**config.mk**
```make
export PLATFORM = sky130hd
export DESIGN_NAME = tile_sequencer
export DESIGN_NICKNAME = d
export VERILOG_FILES = /design/src/rtl/tile_seq_pkg.sv /design/src/rtl/tile_addr_gen.sv /design/src/rtl/tile_sequencer.sv
export SDC_FILE = /design/constraint.sdc
export NUM_CORES = 1
export LEC_CHECK = 0
export CORE_UTILIZATION = 53
export CTS_CLUSTER_DIAMETER = 120
export DETAILED_ROUTE_END_ITERATION = 6
export PLACE_DENSITY_LB_ADDON = 0.1
export SLEW_MARGIN = 20
export SYNTH_ARGS = -nofsm -noshare
export SYNTH_HDL_FRONTEND = slang
export SYNTH_HIERARCHICAL = 1
export SYNTH_SLANG_ARGS = --single-unit
```
**constraint.sdc**
```tcl
create_clock -name clk -period 4.4 [get_ports clk]
set_clock_uncertainty 0.05 [all_clocks]
set_input_delay 0.44 -clock clk [delete_from_list [all_inputs] [get_ports clk]]
set_output_delay 0.44 -clock clk [all_outputs]
set_load 0.005 [all_outputs]
```
**src/rtl/tile_seq_pkg.sv**
```systemverilog
// tile_seq_pkg: shared types for the tile sequencer.
//   - FSM state encodings (legacy 3-bit constants) plus a matching enum type
//   - tile_cfg_t: latched layer-pass configuration
// The struct field widths are fixed by TS_DIM_W / TS_ADDR_W. Any instance that
// overrides DIM_W / ADDR_W must keep them equal to these.
package tile_seq_pkg;
   localparam int TS_DIM_W  = 12;
   localparam int TS_ADDR_W = 16;

   localparam logic [2:0] S_IDLE      = 3'd0;
   localparam logic [2:0] S_ISSUE     = 3'd1;
   localparam logic [2:0] S_WAIT_ACK  = 3'd2;
   localparam logic [2:0] S_WAIT_DONE = 3'd3;
   localparam logic [2:0] S_DRAIN     = 3'd4;
   localparam logic [2:0] S_FINISH    = 3'd5;

   typedef enum logic [2:0] {
      ST_IDLE      = S_IDLE,
      ST_ISSUE     = S_ISSUE,
      ST_WAIT_ACK  = S_WAIT_ACK,
      ST_WAIT_DONE = S_WAIT_DONE,
      ST_DRAIN     = S_DRAIN,
      ST_FINISH    = S_FINISH
   } ts_state_e;

   typedef struct packed {
      logic [TS_DIM_W-1:0]  k_tiles;
      logic [TS_DIM_W-1:0]  n_tiles;
      logic [TS_ADDR_W-1:0] w_base;
      logic [TS_ADDR_W-1:0] if_base;
   } tile_cfg_t;
endpackage

```
**src/rtl/tile_addr_gen.sv**
```systemverilog
// tile_addr_gen: K/N tile counters, last-tile flags and per-tile base addresses.
// Ports:
//   clk, rst          clock, synchronous active-high reset
//   load_i, cfg_i     latch a new configuration and restart at tile (0,0)
//   step_k_i          advance to the next K tile of the current N tile
//   step_n_i          advance to K tile 0 of the next N tile
//   k_last_o/n_last_o current tile is the last K / last N tile
//   acc_en_o          0 on the first K tile (clear psums), 1 otherwise
//   w_addr_o/if_addr_o weight / ifmap base for the current tile
module tile_addr_gen import tile_seq_pkg::*; #(
   parameter int SYS_H         = 8,
   parameter int IF_TILE_WORDS = 64
) (
   input  logic                 clk,
   input  logic                 rst,
   input  logic                 load_i,
   input  logic                 step_k_i,
   input  logic                 step_n_i,
   input  tile_cfg_t            cfg_i,
   output logic                 k_last_o,
   output logic                 n_last_o,
   output logic                 acc_en_o,
   output logic [TS_ADDR_W-1:0] w_addr_o,
   output logic [TS_ADDR_W-1:0] if_addr_o
);
   localparam logic [TS_ADDR_W-1:0] W_STEP  = TS_ADDR_W'(SYS_H);
   localparam logic [TS_ADDR_W-1:0] IF_STEP = TS_ADDR_W'(IF_TILE_WORDS);
   localparam logic [TS_DIM_W-1:0]  DIM_ONE = TS_DIM_W'(1);

   tile_cfg_t            cfg_q, cfg_d;
   logic [TS_DIM_W-1:0]  k_q, k_d, n_q, n_d;
   logic [TS_ADDR_W-1:0] w_q, w_d, if_q, if_d;
   logic                 acc_q, acc_d;

   always_comb begin
      cfg_d = cfg_q;
      k_d   = k_q;
      n_d   = n_q;
      w_d   = w_q;
      if_d  = if_q;
      acc_d = acc_q;
      if (load_i) begin
         cfg_d = cfg_i;
         k_d   = '0;
         n_d   = '0;
         w_d   = cfg_i.w_base;
         if_d  = cfg_i.if_base;
         acc_d = 1'b0;
      end else if (step_k_i) begin
         k_d   = k_q + DIM_ONE;
         w_d   = w_q + W_STEP;
         if_d  = if_q + IF_STEP;
         acc_d = 1'b1;
      end else if (step_n_i) begin
         // weights for successive N tiles are laid out back to back, so the
         // weight base keeps walking while the ifmap base rewinds
         n_d   = n_q + DIM_ONE;
         k_d   = '0;
         w_d   = w_q + W_STEP;
         if_d  = cfg_q.if_base;
         acc_d = 1'b0;
      end
   end

   always_ff @(posedge clk) begin
      if (rst) begin
         cfg_q <= '0;
         k_q   <= '0;
         n_q   <= '0;
         w_q   <= '0;
         if_q  <= '0;
         acc_q <= 1'b0;
      end else begin
         cfg_q <= cfg_d;
         k_q   <= k_d;
         n_q   <= n_d;
         w_q   <= w_d;
         if_q  <= if_d;
         acc_q <= acc_d;
      end
   end

   assign k_last_o  = (k_q == (cfg_q.k_tiles - DIM_ONE));
   assign n_last_o  = (n_q == (cfg_q.n_tiles - DIM_ONE));
   assign acc_en_o  = acc_q;
   assign w_addr_o  = w_q;
   assign if_addr_o = if_q;
endmodule

```
**src/rtl/tile_sequencer.sv**
```systemverilog
// tile_sequencer: runs one layer pass as n_tiles x k_tiles array tiles.
// For every tile it hands the array controller a start pulse plus the weight
// and ifmap bases, and after the last K tile of each N tile requests a drain.
// Ports:
//   clk, rst                 clock, synchronous active-high reset
//   cfg_valid/cfg_ready      config handshake (ready only while idle)
//   cfg_k_tiles/cfg_n_tiles  tile counts; either zero finishes immediately
//   cfg_w_base/cfg_if_base   buffer bases for tile (0,0)
//   arr_start/arr_ready      one-cycle start / controller idle
//   w_addr_base/if_addr_base per-tile bases, acc_en psum accumulate select
//   drain_req/drain_done     output writeback request / completion pulse
//   busy, done               not idle / end-of-pass pulse
//   stall_cycles             only with TILE_SEQ_STALL_CNT_EN: cycles spent
//                            waiting for the controller or draining
module tile_sequencer import tile_seq_pkg::*; #(
   parameter int SYS_H         = 8,
   parameter int IF_TILE_WORDS = 64,
   parameter int DIM_W         = TS_DIM_W,
   parameter int ADDR_W        = TS_ADDR_W
) (
   input  logic              clk,
   input  logic              rst,
   input  logic              cfg_valid,
   output logic              cfg_ready,
   input  logic [DIM_W-1:0]  cfg_k_tiles,
   input  logic [DIM_W-1:0]  cfg_n_tiles,
   input  logic [ADDR_W-1:0] cfg_w_base,
   input  logic [ADDR_W-1:0] cfg_if_base,
   output logic              arr_start,
   input  logic              arr_ready,
   output logic [ADDR_W-1:0] w_addr_base,
   output logic [ADDR_W-1:0] if_addr_base,
   output logic              acc_en,
   output logic              drain_req,
   input  logic              drain_done,
   output logic              busy,
   output logic              done
`ifdef TILE_SEQ_STALL_CNT_EN
   ,
   output logic [31:0]       stall_cycles
`endif
);
   logic [2:0] state_q, state_d;
   logic       load, step_k, step_n, k_last, n_last;
   logic       cfg_ready_q, arr_start_q, drain_req_q, busy_q, done_q;
   tile_cfg_t  cfg_in;

   assign cfg_in = '{k_tiles: cfg_k_tiles, n_tiles: cfg_n_tiles,
                     w_base: cfg_w_base, if_base: cfg_if_base};

   always_comb begin
      state_d = state_q;
      load    = 1'b0;
      step_k  = 1'b0;
      step_n  = 1'b0;
      case (state_q)
         S_IDLE: if (cfg_valid) begin
            load    = 1'b1;
            state_d = (cfg_k_tiles == '0 || cfg_n_tiles == '0) ? S_FINISH : S_ISSUE;
         end
         S_ISSUE:     if (arr_ready) state_d = S_WAIT_ACK;
         // ready falling is the controller's acknowledge of the start
         S_WAIT_ACK:  if (!arr_ready) state_d = S_WAIT_DONE;
         S_WAIT_DONE: if (arr_ready) begin
            if (!k_last) begin
               step_k  = 1'b1;
               state_d = S_ISSUE;
            end else begin
               state_d = S_DRAIN;
            end
         end
         S_DRAIN: if (drain_done) begin
            if (!n_last) begin
               step_n  = 1'b1;
               state_d = S_ISSUE;
            end else begin
               state_d = S_FINISH;
            end
         end
         S_FINISH: state_d = S_IDLE;
         default:  state_d = S_IDLE;
      endcase
   end

   always_ff @(posedge clk) begin
      if (rst) begin
         state_q     <= S_IDLE;
         cfg_ready_q <= 1'b1;
         arr_start_q <= 1'b0;
         drain_req_q <= 1'b0;
         busy_q      <= 1'b0;
         done_q      <= 1'b0;
      end else begin
         state_q     <= state_d;
         cfg_ready_q <= (state_d == S_IDLE);
         busy_q      <= (state_d != S_IDLE);
         arr_start_q <= (state_q == S_ISSUE) && arr_ready;
         drain_req_q <= (state_d == S_DRAIN);
         done_q      <= (state_q == S_FINISH);
      end
   end

   tile_addr_gen #(.SYS_H(SYS_H), .IF_TILE_WORDS(IF_TILE_WORDS)) u_addr (
      .clk       (clk),
      .rst       (rst),
      .load_i    (load),
      .step_k_i  (step_k),
      .step_n_i  (step_n),
      .cfg_i     (cfg_in),
      .k_last_o  (k_last),
      .n_last_o  (n_last),
      .acc_en_o  (acc_en),
      .w_addr_o  (w_addr_base),
      .if_addr_o (if_addr_base)
   );

   assign cfg_ready = cfg_ready_q;
   assign arr_start = arr_start_q;
   assign drain_req = drain_req_q;
   assign busy      = busy_q;
   assign done      = done_q;

`ifdef TILE_SEQ_STALL_CNT_EN
   logic [31:0] stall_q;
   always_ff @(posedge clk) begin
      if (rst)
         stall_q <= '0;
      else if (state_q == S_IDLE && cfg_valid)
         stall_q <= '0;
      else if (((state_q == S_ISSUE && !arr_ready) || state_q == S_DRAIN) && stall_q != '1)
         stall_q <= stall_q + 32'd1;
   end
   assign stall_cycles = stall_q;
`endif
endmodule

```
---- Word-level counts from Yosys, hierarchy flattened ----
Cells that the tools add are included.
word-level totals
  bits of input ports ..................... 61
  register bits ........................... 105
  output and inout port bits .............. 38
operators by class
  reduce and logical (&&, ||, !) cells .... 11
  bitwise operators ....................... 1
  multiplexer cells ....................... 27
  add/sub/neg operators ................... 6
  equal/unequal tests ..................... 8
operators by type and width
  cell                     number
  $mux W16                 6
  $add A12 B1 Y12 const B  2
  $eq A12 B12 Y1           2
  $logic_not A12 Y1        2
  $mux W12                 2
  $mux W3                  8
  $sub A12 B1 Y12 const B  2
  $add A16 B4 Y16 const B  1
  $add A16 B7 Y16 const B  1
  $pmux W3 S5              1
  $mux W1                  10
  $eq A3 B3 Y1 const B     3
  $eq A3 B2 Y1 const B     2
  $logic_not A3 Y1         2
  $reduce_bool A3 Y1       2
  $eq A3 B1 Y1 const B     1
  $reduce_and A2 Y1        1
  $reduce_bool A2 Y1       1
  $reduce_or A2 Y1         1
  $logic_and A1 B1 Y1      1
  $logic_or A1 B1 Y1       1
  $not A1 Y1               1

---- Longest topological paths before layout ----
  depth in word-level cells ............... 8
  gate-level depth with buffers ........... 16
  depth with buffers taken out ............ 15

---- Cells and area by module ----
Netlist, hierarchy kept.
modules (own cells, without submodules)
  module          cells an instance  instances  area an instance (µm²)
  tile_addr_gen   579                1          4893.4
  tile_sequencer  51                 1          485.5

---- Worst setup path after synthesis ----
OpenSTA, ideal clock, no wires.
  path type ............................... reg-to-reg
  start ................................... register u_addr/cfg_q[32] (netlist bit)
  end ..................................... register u_addr.if_q[6] (netlist: u_addr/if_addr_o[6])
  data required time ...................... 4.280 ns
  clock period less this slack ............ 3.410 ns
  data arrival time ....................... 3.290 ns
  slack ................................... 0.990 ns
  cell stages (with the launch flop) ...... 15
  buffers on the path ..................... 2
  cells stage by stage .................... dfxtp_1 > inv_1 > ha_1 > nor3b_1 > nand2_1 > xnor2_1 > nand3_1 > o21ai_0 > and4b_1 > nor3_1 > clkbuf_1 > clkbuf_1 > a211oi_1 > a211o_1 > a21oi_1
between the ends
  longest elaborated chain between the ends .. 6
RTL lines
  element                              RTL line              RTL
  from (decl)                          tile_addr_gen.sv:30   tile_cfg_t cfg_q, cfg_d;
  from (signal assigned)               tile_addr_gen.sv:74   cfg_q <= cfg_d;
  $sub A12 B1 Y12                      tile_addr_gen.sv:84   assign n_last_o = (n_q == (cfg_q.n_tiles - DIM_ONE));
  $eq A12 B12 Y1                       tile_addr_gen.sv:84
  named net n_last                     tile_sequencer.sv:44  logic load, step_k, step_n, k_last, n_last;
  $mux W1                              tile_sequencer.sv:73  if (!n_last) begin
  $mux W1                              tile_sequencer.sv:72  S_DRAIN: if (drain_done) begin
  $mux W1                              tile_sequencer.sv:56  case (state_q)
  named net step_n                     tile_sequencer.sv:44
  $reduce_bool A3 Y1 (no source line)  n/a
  to (signal assigned)                 tile_addr_gen.sv:78   if_q <= if_d;
  to (decl)                            tile_addr_gen.sv:32   logic [TS_ADDR_W-1:0] w_q, w_d, if_q, if_d;
The timed path passes the listed nets, and every way through them passes these cells.
A chain may end at the register's enable or synchronous reset.

---- Worst setup path after layout ----
  start ................................... register u_addr/cfg_q[44] (netlist bit)
  end ..................................... register u_addr.if_q[3] (netlist: u_addr/if_addr_o[3])
between the ends
  longest elaborated chain between the ends .. 7
  elaborated cells between the ends (all ways) .. 8
  those cells by class .................... 1 x add/sub; 1 x eq/ne; 5 x mux; 1 x reduce/logical
RTL lines
  element              RTL line              RTL
  $sub A12 B1 Y12 (*)  tile_addr_gen.sv:83   assign k_last_o = (k_q == (cfg_q.k_tiles - DIM_ONE));
  $eq A12 B12 Y1 (*)   tile_addr_gen.sv:83
  named net k_last     tile_sequencer.sv:44
  $mux W1 (*)          tile_sequencer.sv:65  if (!k_last) begin
  $mux W1 (*)          tile_sequencer.sv:64  S_WAIT_DONE: if (arr_ready) begin
  $mux W1 (*)          tile_sequencer.sv:56
  named net step_k     tile_sequencer.sv:44
  $mux W16             tile_addr_gen.sv:49   end else if (step_k_i) begin
  $mux W16             tile_addr_gen.sv:42   if (load_i) begin
Mark *: on every way through the listed nets, which the timed path passes. The rest lies on a longest branch.

==> flow_metrics.py <==
metrics = {
    "outcome": {
        "status": "completed",
    },
    "drt": {
        "drtAntennaViolNets": 0,
        "drc": 0,
        "vias": 4670,
        "viasPerCell": 5.52,
        "wl_per_cell_microns": 14.6,
        "wl_mm": 12.3,
        "drt_pass1_iterations": 6,
        "drt_iter0_drc": 125,
    },
    "setup_path": {
        "worstPathMaxFanout": 27,
        "critPathTopFamily": "simple AND/OR/NAND/NOR gates",
        "max_stage_delay_ns": 0.54,
        "crit_buf_inv": 3,
        "worstRegToRegCells": 14,
        "slowest_stage": "nor3b_1",
        "crit_arrival_ns": 3.97,
        "required_ns": 4.63,
        "crit_cells": 14,
        "path_cells": "inv_1 > ha_1 > nor3b_1 > nand2_1 > o211ai_1 > o21ai_0 > a21oi_1 > nor4_1 > buf_4 > nor2b_2 > buf_4 > nand2b_1 > nand2b_1 > a32o_1",
        "end_kind": "flip-flop",
        "critical_path.startpoint_type": "flip-flop",
        "critPathKind": "flip-flop to flip-flop",
    },
    "power_and_ir_drop": {
        "internal_power_mw": 1.55,
        "sw_frac_of_total_pct": 27.9,
        "ir_drop_v": 0.000214,
        "power_density_nw_per_um2": 324,
        "combPwrFrac_pct": 21.5,
        "leakage_nw": 2.41,
        "p_seq_share_pct": 49.8,
        "clkPwrFrac_pct": 28.7,
        "p_sw_uw": 600,
    },
    "layout": {
        "stdcell_count": 846,
        "diodes": 0,
        "fin_util_pct": 67.5,
        "drive_gt1_share_pct": 5.47,
        "fillCellCount": 877,
        "syn2layout_area_growth_pct": 23.3,
        "nets": 776,
    },
    "run": {
        "drv_cap": 0,
    },
    "sta": {
        "rsz0062_at_grt": "false",
        "finalHoldViolCount": 0,
        "slew_headroom_pct": 50.9,
        "final_max_slew_viol_count": 0,
        "max_freq_ghz": 0.267,
        "worst_pin_slew_ns": 0.736,
        "min_period_ns": 3.74,
        "tns_ns": 0,
        "post-route-period-util_pct": 85.0,
        "setup_viol": 0,
    },
    "synth": {
        "synth_cell_types": 55,
        "synth-seq-cells": 105,
        "synth_cells": 630,
        "syn_nets": 697,
        "seq_area_frac_synth_pct": 39.1,
        "syn_area_sq_um": 5380,
        "avgSynthCellArea_sq_um": 8.54,
        "ys_warn_count": 6,
        "synth_edf_count": 0,
        "synthArstFlopShare_pct": 0,
        "yosys_most_used_dff": "dfxtp_1",
    },
    "global_route": {
        "met1_usage_pct": 29.0,
        "grt_pass1_wl_mm": 19.9,
        "grt_pass1_vias": 4429,
        "met2_usage_pct": 40.8,
        "gr-total-overflow": 0,
        "met3_usage_pct": 6.92,
        "grt_max_degree": 73,
        "grt.total_usage_pct": 24.1,
        "busiest_layer": "met2",
        "antenna_found_initial": 0,
    },
    "clock_network": {
        "cts_hold_buf": 0,
        "cts_buffer_depth": 2,
        "cts_tree": "yes",
        "root_buffer": "clkbuf_8",
        "path_clk_slew_ns": 0.10,
        "cts_max_level": 3,
        "post_cts_buffers": 0,
        "cts-resized-gates": 0,
        "cts-buffers-inserted": 9,
        "cts_sinks": 105,
        "clk_latency_ns": 0.38,
    },
    "floorplan": {
        "initial_utilization_pct": 54.8,
        "ios": 99,
        "die_w_microns": 103,
        "die_h_microns": 103,
        "coreArea_sq_um": 9820,
        "core.rowCount": 36,
        "dieArea_sq_um": 10600,
    },
    "place": {
        "io_buffers": 98,
        "gp_congestion": 0.863,
        "hpwl_mm": 8.74,
        "post-place-cells": 831,
    },
    "worst_hold_path": {
        "hold_class": "flip-flop to flip-flop",
        "min_path_cells": 2,
    },
}
[state kept, by name, indices dropped and copies added (netlist names)]
signal and count:
u_addr/if_addr_o 16, u_addr/acc_en_o 1, arr_start 1, drain_req 1, state_q 3, busy 1, u_addr/k_q 12, cfg_ready 1
u_addr/cfg_q 40, u_addr/n_q 12, done 1, u_addr/w_addr_o 16
[tightest hold or removal path: stages (launching register included)]
cell and delay [ns]:
dfxtp_1 0.32, nand2b_1 0.06, a21oi_1 0.06
[cell usage after synthesis (10+ instances only)]
cell type  number  area (sq um)
dfxtp_1       105          2100
nor2_1         96           360
mux2i_1        43           430
a21oi_1        40           200
nand2_1        37           139
xor2_1         31           272
xnor2_1        30           263
clkbuf_1       28           105
nand3_1        26           130
nand2b_1       16           100
nor2b_1        16           100
nor4_1         14          87.6
a211oi_1       13          97.6
o21ai_0        12          60.1
nor3_1         11          55.1
nand4_1        10          62.6
[area by class of cell]
cell class	count	area, sq um	share of cell area [%]
tap	133	166	2.51
clock inverter	3	47.5	0.717
timing repair buffer	107	1040	15.7
sequential	105	2100	31.7
inverter	7	26.3	0.396
multi-input combinational	479	3090	46.6
clock buffer	12	155	2.34
[power groups by stage]
stage	logic, mW	registers (mW)	clock network [mW]
2_1_floorplan	0.304	1.07	0
3_3_place_gp	0.446	1.09	0
3_5_place_dp	0.459	1.09	0
4_1_cts	0.462	1.07	0.640
5_1_grt	0.510	1.08	0.671
6_report	0.462	1.07	0.618
[logic make-up (layout without fill, tap and decap cells)]
group / after synthesis / after routing / share of synthesized area [%]
multiplexers: 46 / 46 / 8.63
flip-flops: 105 / 105 / 39.1
XOR/XNOR: 61 / 61 / 9.93
AND/OR/NAND/NOR: 258 / 258 / 24.0
AO/OA/AOI/OAI: 108 / 108 / 13.4
buffers and inverters: 46 / 129 / 3.63
adder cells (fa/ha/maj): 6 / 6 / 1.40
[through the flow]
stage	worst slack [ns]	cell area (sq um)	hold slack [ns]	power, mW
2_1_floorplan	0.990	5380	0.401	1.38
3_3_place_gp	0.896	6430	0.411	1.54
3_5_place_dp	0.733	6430	0.410	1.55
4_1_cts	0.674	6630	0.435	2.17
5_1_grt	0.246	6630	0.458	2.26
6_report	0.661	6630	0.431	2.15
[final timing paths]
check                                      start                  end  slack (ns)
worst max register to register  u_addr/cfg_q[44]  u_addr/if_addr_o[3]        0.66
worst min-delay path            u_addr/cfg_q[13]     u_addr/cfg_q[13]        0.43
worst max-delay path            u_addr/cfg_q[44]  u_addr/if_addr_o[3]        0.66
worst min register to register  u_addr/cfg_q[13]     u_addr/cfg_q[13]        0.43
[cells in the final DEF (no fill, tap or decap), types with 10 or more instances in the layout]
master           synthesis  routed
clkdlybuf4s50_1          0      97
xnor2_1                 30      30
nand2_1                 37      37
nor3_1                  11      10
nand4_1                 10      10
nand3_1                 26      26
clkbuf_8                 0      11
a21oi_1                 40      40
nor2b_1                 16      15
nand2b_1                16      16
nor4_1                  14      14
dfxtp_1                105     105
nor2_1                  96      96
xor2_1                  31      31
a211oi_1                13      13
o21ai_0                 12      12
mux2i_1                 43      43
[layer usage]
metal,vias up,part of all wire [%]
met5,-,0
met4,0,1.6
met3,17,3.7
met2,88,49
met1,2196,45
li1,2369,-
No activity file was read; power rests on OpenSTA's default activity.
